`src/rtl/lcd_ctrl_if.sv`:
```
// rtl/lcd_ctrl_if.sv - LSU-side store strobe and LCD bus bundle for lcd_ctrl
//
// Purpose: groups the store handshake coming from the LSU and every signal the
// controller drives back (LCD pins and status) into one bundle.
// Signals:
//   lcd_wr     1   one-cycle store strobe into the LCD window
//   lcd_wdata  32  store data: [31]=display power, [8]=RS, [7:0]=byte
//   lcd_data   8   LCD data bus
//   lcd_rs     1   register select
//   lcd_rw     1   read/write, always 0
//   lcd_en     1   enable strobe
//   lcd_on     1   LCD power/backlight
//   busy       1   transaction or init in progress
//   init_done  1   init sequence complete
//   drop       1   sticky: a store was rejected while busy
//   status     32  {29'b0, drop, init_done, busy}
// Modports: master = LSU side, slave = controller side.

interface lcd_ctrl_if;
    logic        lcd_wr;
    logic [31:0] lcd_wdata;
    logic [7:0]  lcd_data;
    logic        lcd_rs;
    logic        lcd_rw;
    logic        lcd_en;
    logic        lcd_on;
    logic        busy;
    logic        init_done;
    logic        drop;
    logic [31:0] status;

    modport master (
        output lcd_wr, lcd_wdata,
        input  lcd_data, lcd_rs, lcd_rw, lcd_en, lcd_on,
        input  busy, init_done, drop, status
    );

    modport slave (
        input  lcd_wr, lcd_wdata,
        output lcd_data, lcd_rs, lcd_rw, lcd_en, lcd_on,
        output busy, init_done, drop, status
    );
endinterface

```
`src/rtl/lcd_ctrl.sv`:
```
// rtl/lcd_ctrl.sv - HD44780-style character LCD controller with autonomous init
//
// Purpose: turns each LSU store into a timed RS/RW/EN/DATA write cycle, runs the
// power-up init sequence after reset and exposes a busy/status word.
// Ports:
//   i_clk    in  system clock, rising edge
//   i_reset  in  asynchronous, active-low reset
//   lcd      slave side of lcd_ctrl_if (store strobe in, LCD pins and status out)
// Every output is a register (status is a plain concatenation of registers).

module lcd_ctrl #(
    parameter int T_PWRUP = 750000,
    parameter int T_SETUP = 2,
    parameter int T_EN    = 12,
    parameter int T_HOLD  = 2,
    parameter int T_CMD   = 2000,
    parameter int T_CLR   = 82000
) (
    input  logic        i_clk,
    input  logic        i_reset,
    lcd_ctrl_if.slave   lcd
);

    localparam int M1    = (T_PWRUP > T_CLR) ? T_PWRUP : T_CLR;
    localparam int M2    = (M1 > T_CMD) ? M1 : T_CMD;
    localparam int M3    = (M2 > T_EN) ? M2 : T_EN;
    localparam int M4    = (M3 > T_SETUP) ? M3 : T_SETUP;
    localparam int T_MAX = (M4 > T_HOLD) ? M4 : T_HOLD;
    localparam int CW    = (T_MAX > 1) ? $clog2(T_MAX) : 1;

    localparam logic [CW-1:0] L_PWRUP = CW'(T_PWRUP - 1);
    localparam logic [CW-1:0] L_SETUP = CW'(T_SETUP - 1);
    localparam logic [CW-1:0] L_EN    = CW'(T_EN - 1);
    localparam logic [CW-1:0] L_HOLD  = CW'(T_HOLD - 1);
    localparam logic [CW-1:0] L_CMD   = CW'(T_CMD - 1);
    localparam logic [CW-1:0] L_CLR   = CW'(T_CLR - 1);

    localparam logic [2:0] S_PWRUP     = 3'd0;
    localparam logic [2:0] S_INIT_LOAD = 3'd1;
    localparam logic [2:0] S_SETUP     = 3'd2;
    localparam logic [2:0] S_EN_HI     = 3'd3;
    localparam logic [2:0] S_HOLD      = 3'd4;
    localparam logic [2:0] S_WAIT      = 3'd5;
    localparam logic [2:0] S_IDLE      = 3'd6;

    localparam logic [2:0] LAST_IDX = 3'd5;

    logic [2:0]    state;
    logic [CW-1:0] cnt;
    logic [2:0]    idx;
    logic [7:0]    data_q;
    logic          rs_q;
    logic          en_q;
    logic          on_q;
    logic          busy_q;
    logic          done_q;
    logic          drop_q;
    logic [7:0]    rom_byte;
    logic          is_slow;
    logic          cnt_zero;
    logic          unused_wdata;

    // Init ROM: function set x3, display on, clear, entry mode.
    always_comb begin
        rom_byte = 8'h06;
        case (idx)
            3'd0, 3'd1, 3'd2: rom_byte = 8'h38;
            3'd3:             rom_byte = 8'h0C;
            3'd4:             rom_byte = 8'h01;
            default:          rom_byte = 8'h06;
        endcase
    end

    // Clear display and return home need the long settle time.
    assign is_slow  = !rs_q && ((data_q == 8'h01) || (data_q == 8'h02));
    assign cnt_zero = (cnt == '0);

    always_ff @(posedge i_clk or negedge i_reset) begin
        if (!i_reset) begin
            state  <= S_PWRUP;
            cnt    <= L_PWRUP;
            idx    <= 3'd0;
            data_q <= 8'h00;
            rs_q   <= 1'b0;
            en_q   <= 1'b0;
            on_q   <= 1'b0;
            busy_q <= 1'b1;
            done_q <= 1'b0;
            drop_q <= 1'b0;
        end else begin
            // busy_q is low only in IDLE, so any store seen while it is high is lost.
            if (lcd.lcd_wr && busy_q) begin
                drop_q <= 1'b1;
            end
            case (state)
                S_PWRUP: begin
                    if (cnt_zero) state <= S_INIT_LOAD;
                    else          cnt   <= cnt - 1'b1;
                end
                S_INIT_LOAD: begin
                    data_q <= rom_byte;
                    rs_q   <= 1'b0;
                    cnt    <= L_SETUP;
                    state  <= S_SETUP;
                end
                S_SETUP: begin
                    if (cnt_zero) begin
                        en_q  <= 1'b1;
                        cnt   <= L_EN;
                        state <= S_EN_HI;
                    end else begin
                        cnt <= cnt - 1'b1;
                    end
                end
                S_EN_HI: begin
                    if (cnt_zero) begin
                        en_q  <= 1'b0;
                        cnt   <= L_HOLD;
                        state <= S_HOLD;
                    end else begin
                        cnt <= cnt - 1'b1;
                    end
                end
                S_HOLD: begin
                    if (cnt_zero) begin
                        cnt   <= is_slow ? L_CLR : L_CMD;
                        state <= S_WAIT;
                    end else begin
                        cnt <= cnt - 1'b1;
                    end
                end
                S_WAIT: begin
                    if (!cnt_zero) begin
                        cnt <= cnt - 1'b1;
                    end else if (done_q || (idx == LAST_IDX)) begin
                        done_q <= 1'b1;
                        busy_q <= 1'b0;
                        state  <= S_IDLE;
                    end else begin
                        idx   <= idx + 1'b1;
                        state <= S_INIT_LOAD;
                    end
                end
                S_IDLE: begin
                    if (lcd.lcd_wr && !busy_q) begin
                        data_q <= lcd.lcd_wdata[7:0];
                        rs_q   <= lcd.lcd_wdata[8];
                        on_q   <= lcd.lcd_wdata[31];
                        busy_q <= 1'b1;
                        cnt    <= L_SETUP;
                        state  <= S_SETUP;
                    end
                end
                default: begin
                    en_q   <= 1'b0;
                    busy_q <= 1'b1;
                    cnt    <= L_PWRUP;
                    state  <= S_PWRUP;
                end
            endcase
        end
    end

    assign unused_wdata = ^lcd.lcd_wdata[30:9];

    assign lcd.lcd_data  = data_q;
    assign lcd.lcd_rs    = rs_q;
    assign lcd.lcd_rw    = 1'b0;
    assign lcd.lcd_en    = en_q;
    assign lcd.lcd_on    = on_q;
    assign lcd.busy      = busy_q;
    assign lcd.init_done = done_q;
    assign lcd.drop      = drop_q;
    assign lcd.status    = {29'b0, drop_q, done_q, busy_q};

endmodule

```
`src/flat_wrapper.sv`:
```
// flat-port wrapper written by rule: the top's interface ports become plain ports
module lcd_ctrl_flat 
#(
    parameter int T_PWRUP = 750000,
    parameter int T_SETUP = 2,
    parameter int T_EN    = 12,
    parameter int T_HOLD  = 2,
    parameter int T_CMD   = 2000,
    parameter int T_CLR   = 82000
)
  (i_clk, i_reset, lcd_lcd_wr, lcd_lcd_wdata, lcd_lcd_data, lcd_lcd_rs, lcd_lcd_rw, lcd_lcd_en, lcd_lcd_on, lcd_busy, lcd_init_done, lcd_drop, lcd_status);
  lcd_ctrl_if lcd_i ();
  input  logic i_clk;
  input  logic i_reset;
  input wire logic [$bits(lcd_i.lcd_wr)-1:0] lcd_lcd_wr;
  input wire logic [$bits(lcd_i.lcd_wdata)-1:0] lcd_lcd_wdata;
  output wire logic [$bits(lcd_i.lcd_data)-1:0] lcd_lcd_data;
  output wire logic [$bits(lcd_i.lcd_rs)-1:0] lcd_lcd_rs;
  output wire logic [$bits(lcd_i.lcd_rw)-1:0] lcd_lcd_rw;
  output wire logic [$bits(lcd_i.lcd_en)-1:0] lcd_lcd_en;
  output wire logic [$bits(lcd_i.lcd_on)-1:0] lcd_lcd_on;
  output wire logic [$bits(lcd_i.busy)-1:0] lcd_busy;
  output wire logic [$bits(lcd_i.init_done)-1:0] lcd_init_done;
  output wire logic [$bits(lcd_i.drop)-1:0] lcd_drop;
  output wire logic [$bits(lcd_i.status)-1:0] lcd_status;
  assign lcd_i.lcd_wr = lcd_lcd_wr;
  assign lcd_i.lcd_wdata = lcd_lcd_wdata;
  assign lcd_lcd_data = lcd_i.lcd_data;
  assign lcd_lcd_rs = lcd_i.lcd_rs;
  assign lcd_lcd_rw = lcd_i.lcd_rw;
  assign lcd_lcd_en = lcd_i.lcd_en;
  assign lcd_lcd_on = lcd_i.lcd_on;
  assign lcd_busy = lcd_i.busy;
  assign lcd_init_done = lcd_i.init_done;
  assign lcd_drop = lcd_i.drop;
  assign lcd_status = lcd_i.status;
  lcd_ctrl #(.T_PWRUP(T_PWRUP), .T_SETUP(T_SETUP), .T_EN(T_EN), .T_HOLD(T_HOLD), .T_CMD(T_CMD), .T_CLR(T_CLR)) u_core (.i_clk(i_clk), .i_reset(i_reset), .lcd(lcd_i));
endmodule
```
`config.mk`:
```
export PLATFORM = sky130hd
export DESIGN_NAME = lcd_ctrl_flat
export DESIGN_NICKNAME = d
export VERILOG_FILES = /design/src/rtl/lcd_ctrl_if.sv /design/src/rtl/lcd_ctrl.sv /design/src/flat_wrapper.sv
export SDC_FILE = /design/constraint.sdc
export NUM_CORES = 1
export LEC_CHECK = 0
export BUFFER_PORTS_ARGS = -buffer_cell sky130_fd_sc_hd__buf_2
export CAP_MARGIN = 10
export CORE_ASPECT_RATIO = 1.5
export CORE_MARGIN = 4
export CORE_UTILIZATION = 49
export DETAILED_ROUTE_END_ITERATION = 8
export PLACE_DENSITY = 0.76
export SLEW_MARGIN = 0
export SYNTH_ARGS = -nofsm -noshare
export SYNTH_HDL_FRONTEND = slang
export SYNTH_SLANG_ARGS = --single-unit
```
`constraint.sdc`:
```
create_clock -name i_clk -period 3 [get_ports i_clk]
set_input_delay 0.45 -clock i_clk [delete_from_list [all_inputs] [get_ports i_clk]]
set_output_delay 0.45 -clock i_clk [all_outputs]
set_load 0.01 [all_outputs]
```
==> results list <==
- TritonCTS clock tree: done
* Achievable frequency: 401 MHz
- In this run the cell area of the synthesized design comes to 0.00281 sq mm.
* H-tree level count: 2
- Number of setup buffers added after CTS: 0
* DRC viols: 0
- Synth unique cells: 61
- Highest-delay cell along the critical path: sky130_fd_sc_hd__a211o_1
- Vias in the first global route: 2345
- Antenna violations before repair: 0
- Post-layout nets: 393
- Per-instance average area after synthesis: 8.61 sq um
* Slew at the pin with the worst max-slew slack: 1.03 ns
* Clock insertion delay at the later pin of the skew report: 0.29 ns
* Rel. slew slack: 0.311
- The routed layout has 2500 vias.
* Cell count after synthesis: 327
- Seq/Total Area, Yosys: 0.362
- Path type of the worst min-delay path: in2async
- Cell at the root of the clock tree: sky130_fd_sc_hd__clkbuf_8
* Delay of the slowest cell on the worst path: 0.44 ns
- Measured on the finished design, the core utilization comes to 0.546.
- Leakage power summed over all cells: 1.37 nW
- Setup violations remaining at the end of the flow were counted as 0.
- Area of the die: 0.00704 sq mm
- Summed over all nets, the half-perimeter wirelength after detailed placement is 5000 um.
- Summed over all layers, the routed wires come to 6780 um.
- After clock tree synthesis, the repair step resized 0 gates.
- Placement row count: 33
- Count of antenna-violating nets left after detailed routing: 0
- 0 antenna diodes ended up in the layout.
- After clock tree synthesis, the clock-pin slew on the worst setup and hold paths is 0.08 ns.
- The commonest cells after synthesis are sky130_fd_sc_hd__buf_4 (34), sky130_fd_sc_hd__nand2_1 (32), sky130_fd_sc_hd__o21ai_0 (28), sky130_fd_sc_hd__dfrtp_1 (26), sky130_fd_sc_hd__a21oi_1 (25).
- After detailed routing, the average wire length per cell comes to 16.0 um.
- Number of synthesis warnings: 0
- Data arrival time at the worst-slack endpoint: 2.73 ns
- Status: complete, no violations
- The number of hold buffers added after CTS was 0.
* Buffer levels on the longest clock path: 2
* Class of the most critical setup path: reg2reg
- Counting flops and latches in the post-synthesis netlist gives 40.
* Area delta synth->final: 7.43%
* EDFF count, synth: 0
- STA classifies the critical path startpoint as a register.
* Share of final-layout standard cells stronger than drive strength 1: 0.215
- Largest cells by area after synthesis: sky130_fd_sc_hd__dfrtp_1 (23%), sky130_fd_sc_hd__dfstp_2 (13%), sky130_fd_sc_hd__buf_4 (9.1%), sky130_fd_sc_hd__o21ai_0 (5.0%), sky130_fd_sc_hd__a21oi_1 (4.4%)
- Height of the chip: 101 um
- The initial utilization of the core area, before any placement, comes to 0.509.
- Across every metal layer, demand over resource in global routing totals 0.198.
- Violation count after the first detailed-route iteration: 115
- Clock sink count: 40
- Placer Congestion: 0.881
- For this design the top-level I/O count stands at 82.
- Setup repair after global routing left no endpoint under its margin.
- Using the TritonRoute via totals, the vias-per-cell ratio works out to 5.91.
* Required time at the worst-slack endpoint: 3.23 ns
- Period utilization: 0.832
- Cells along the critical path: inv_1 -> ha_1 -> nor3b_4 -> nand3_1 -> o21ai_0 -> a211o_1 -> o21ai_0 -> a211o_1
* Clk_skew: 0.00464 ns
* Synth async-reset ratio: 1.00
- Final worst hold slack: 0.278 ns
* Count of placed standard cells including taps: 415
* # port buffers: 29
- Pre-CTS worst setup slack: 0.576 ns
- The first global-routing pass estimated 11400 um of wire.
- Non-filler instance count after layout: 423
- The tool flagged a number of max-cap violations equal to 0.
- Final Hold Violating Endpoints: 0
* Cell type contributing the most total cell area after synthesis: sky130_fd_sc_hd__dfrtp_1
* Chip Width: 69.9 um
- Largest net degree at the start of global routing: 41
- Most frequent cell after synthesis: sky130_fd_sc_hd__buf_4
- The share of synthesized area in the top cell type comes to 0.231.
* Total core area: 0.00553 sq mm
- In the synthesized netlist the dominant register cell turns out to be sky130_fd_sc_hd__dfrtp_1.
* Post-Route Setup TNS: 0 ns
- Before antenna repair, the detailed router went through 5 iterations.
- After layout, the worst setup slack is 0.504 ns.
* Total gr overflow: 0
- The max-slew violation count is 0.
- Ratio of total power to cell area: 354 mW/mm^2
* Clock period minus worst slack: 2.50 ns
- The layout has 543 filler cells.
* Cts bufs inserted: 5
* Maximum ir drop on the vdd rail: 0.347 mV
* Critical path fanouts, max: 13
* Setup crit end kind: register
==> kinds of logic after synthesis <==
kind of cell / after synthesis / share of synthesized area
other: 1 / 0.00133
buffers and inverters: 59 / 0.127
adder cells (fa/ha/maj): 6 / 0.0267
XOR/XNOR: 6 / 0.0187
multiplexers: 2 / 0.00756
flip-flops: 40 / 0.362
AND/OR/NAND/NOR: 113 / 0.221
AO/OA/AOI/OAI: 100 / 0.236
==> metrics by stage <==
step	total power, mW	cell area [sq um]
floorplan	0.597	2920
global placement	0.587	2900
detailed placement	0.588	2900
CTS	1.08	3020
global route	1.11	3020
finish	1.07	3020
==> critical path, delay by kind of cell (launching register included) <==
family	cells	cell delay, ns
AOI/OAI and AO/OA	4	1.26
adders and majority gates	1	0.21
buffers and inverters	1	0.07
DFF	1	0.41
and+or+nand+nor	2	0.48
==> final cells by class <==
cell class / count / area [sq um] / share of cell area
Clock buffer: 7 / 96.3 / 0.0319
Tap cell: 70 / 87.6 / 0.0290
Sequential cell: 40 / 1020 / 0.337
Multi-Input combinational cell: 257 / 1550 / 0.512
Clock inverter: 1 / 30.0 / 0.00993
Inverter: 12 / 45.0 / 0.0149
Timing Repair Buffer: 36 / 198 / 0.0654
==> final timing paths <==
path | end | from | slack [ns] | cells past startpoint
max in group asynchronous | u_core.lcd.lcd_rs | i_reset | 2.16 | 1
min | u_core.lcd.drop | i_reset | 0.28 | 1
max reg2reg | u_core.cnt[19] | u_core.cnt[0] | 0.50 | 8
min reg2reg | u_core.lcd.drop | u_core.lcd.drop | 0.48 | 1
max | u_core.cnt[19] | u_core.cnt[0] | 0.50 | 8
min in group i_clk | u_core.lcd.lcd_on | lcd_lcd_wdata[31] | 0.39 | 2
==> flip-flops by register name, indices dropped and copies added (netlist names) <==
name	flops
u_core.lcd.lcd_on	1
u_core.lcd.lcd_en	1
u_core.lcd.lcd_rs	1
u_core.lcd.drop	1
u_core.lcd.lcd_data	8
u_core.lcd.init_done	1
u_core.cnt	20
u_core.lcd.busy	1
u_core.state	3
u_core.idx	3
==> cells in the final DEF (no fill, tap or decap), drive strengths merged, types with 8 or more instances in the layout <==
master,instances
nor4,8
nand3,8
nor2,25
a21oi,25
inv,12
dfrtp,26
o21ai,29
nor3,15
buf,36
nand2,32
conb,30
dfstp,14
==> report_power, final <==
part           internal [mW]  total [mW]  leakage, nW  switching, mW
clock                  0.294       0.492       0.0645          0.198
combinational        0.00664      0.0377        0.811         0.0311
sequential             0.540       0.541        0.491       0.000239
total                  0.841        1.07         1.37          0.230
==> routing by layer <==
metal  vias to the layer above  share of wire  track usage
li1                       1183              -            -
met5                         -              0            0
met4                         0          0.034       0.0959
met2                        99           0.53        0.355
met3                        19          0.055       0.0289
met1                      1199           0.38        0.229
(Power assumes the default switching activity.)
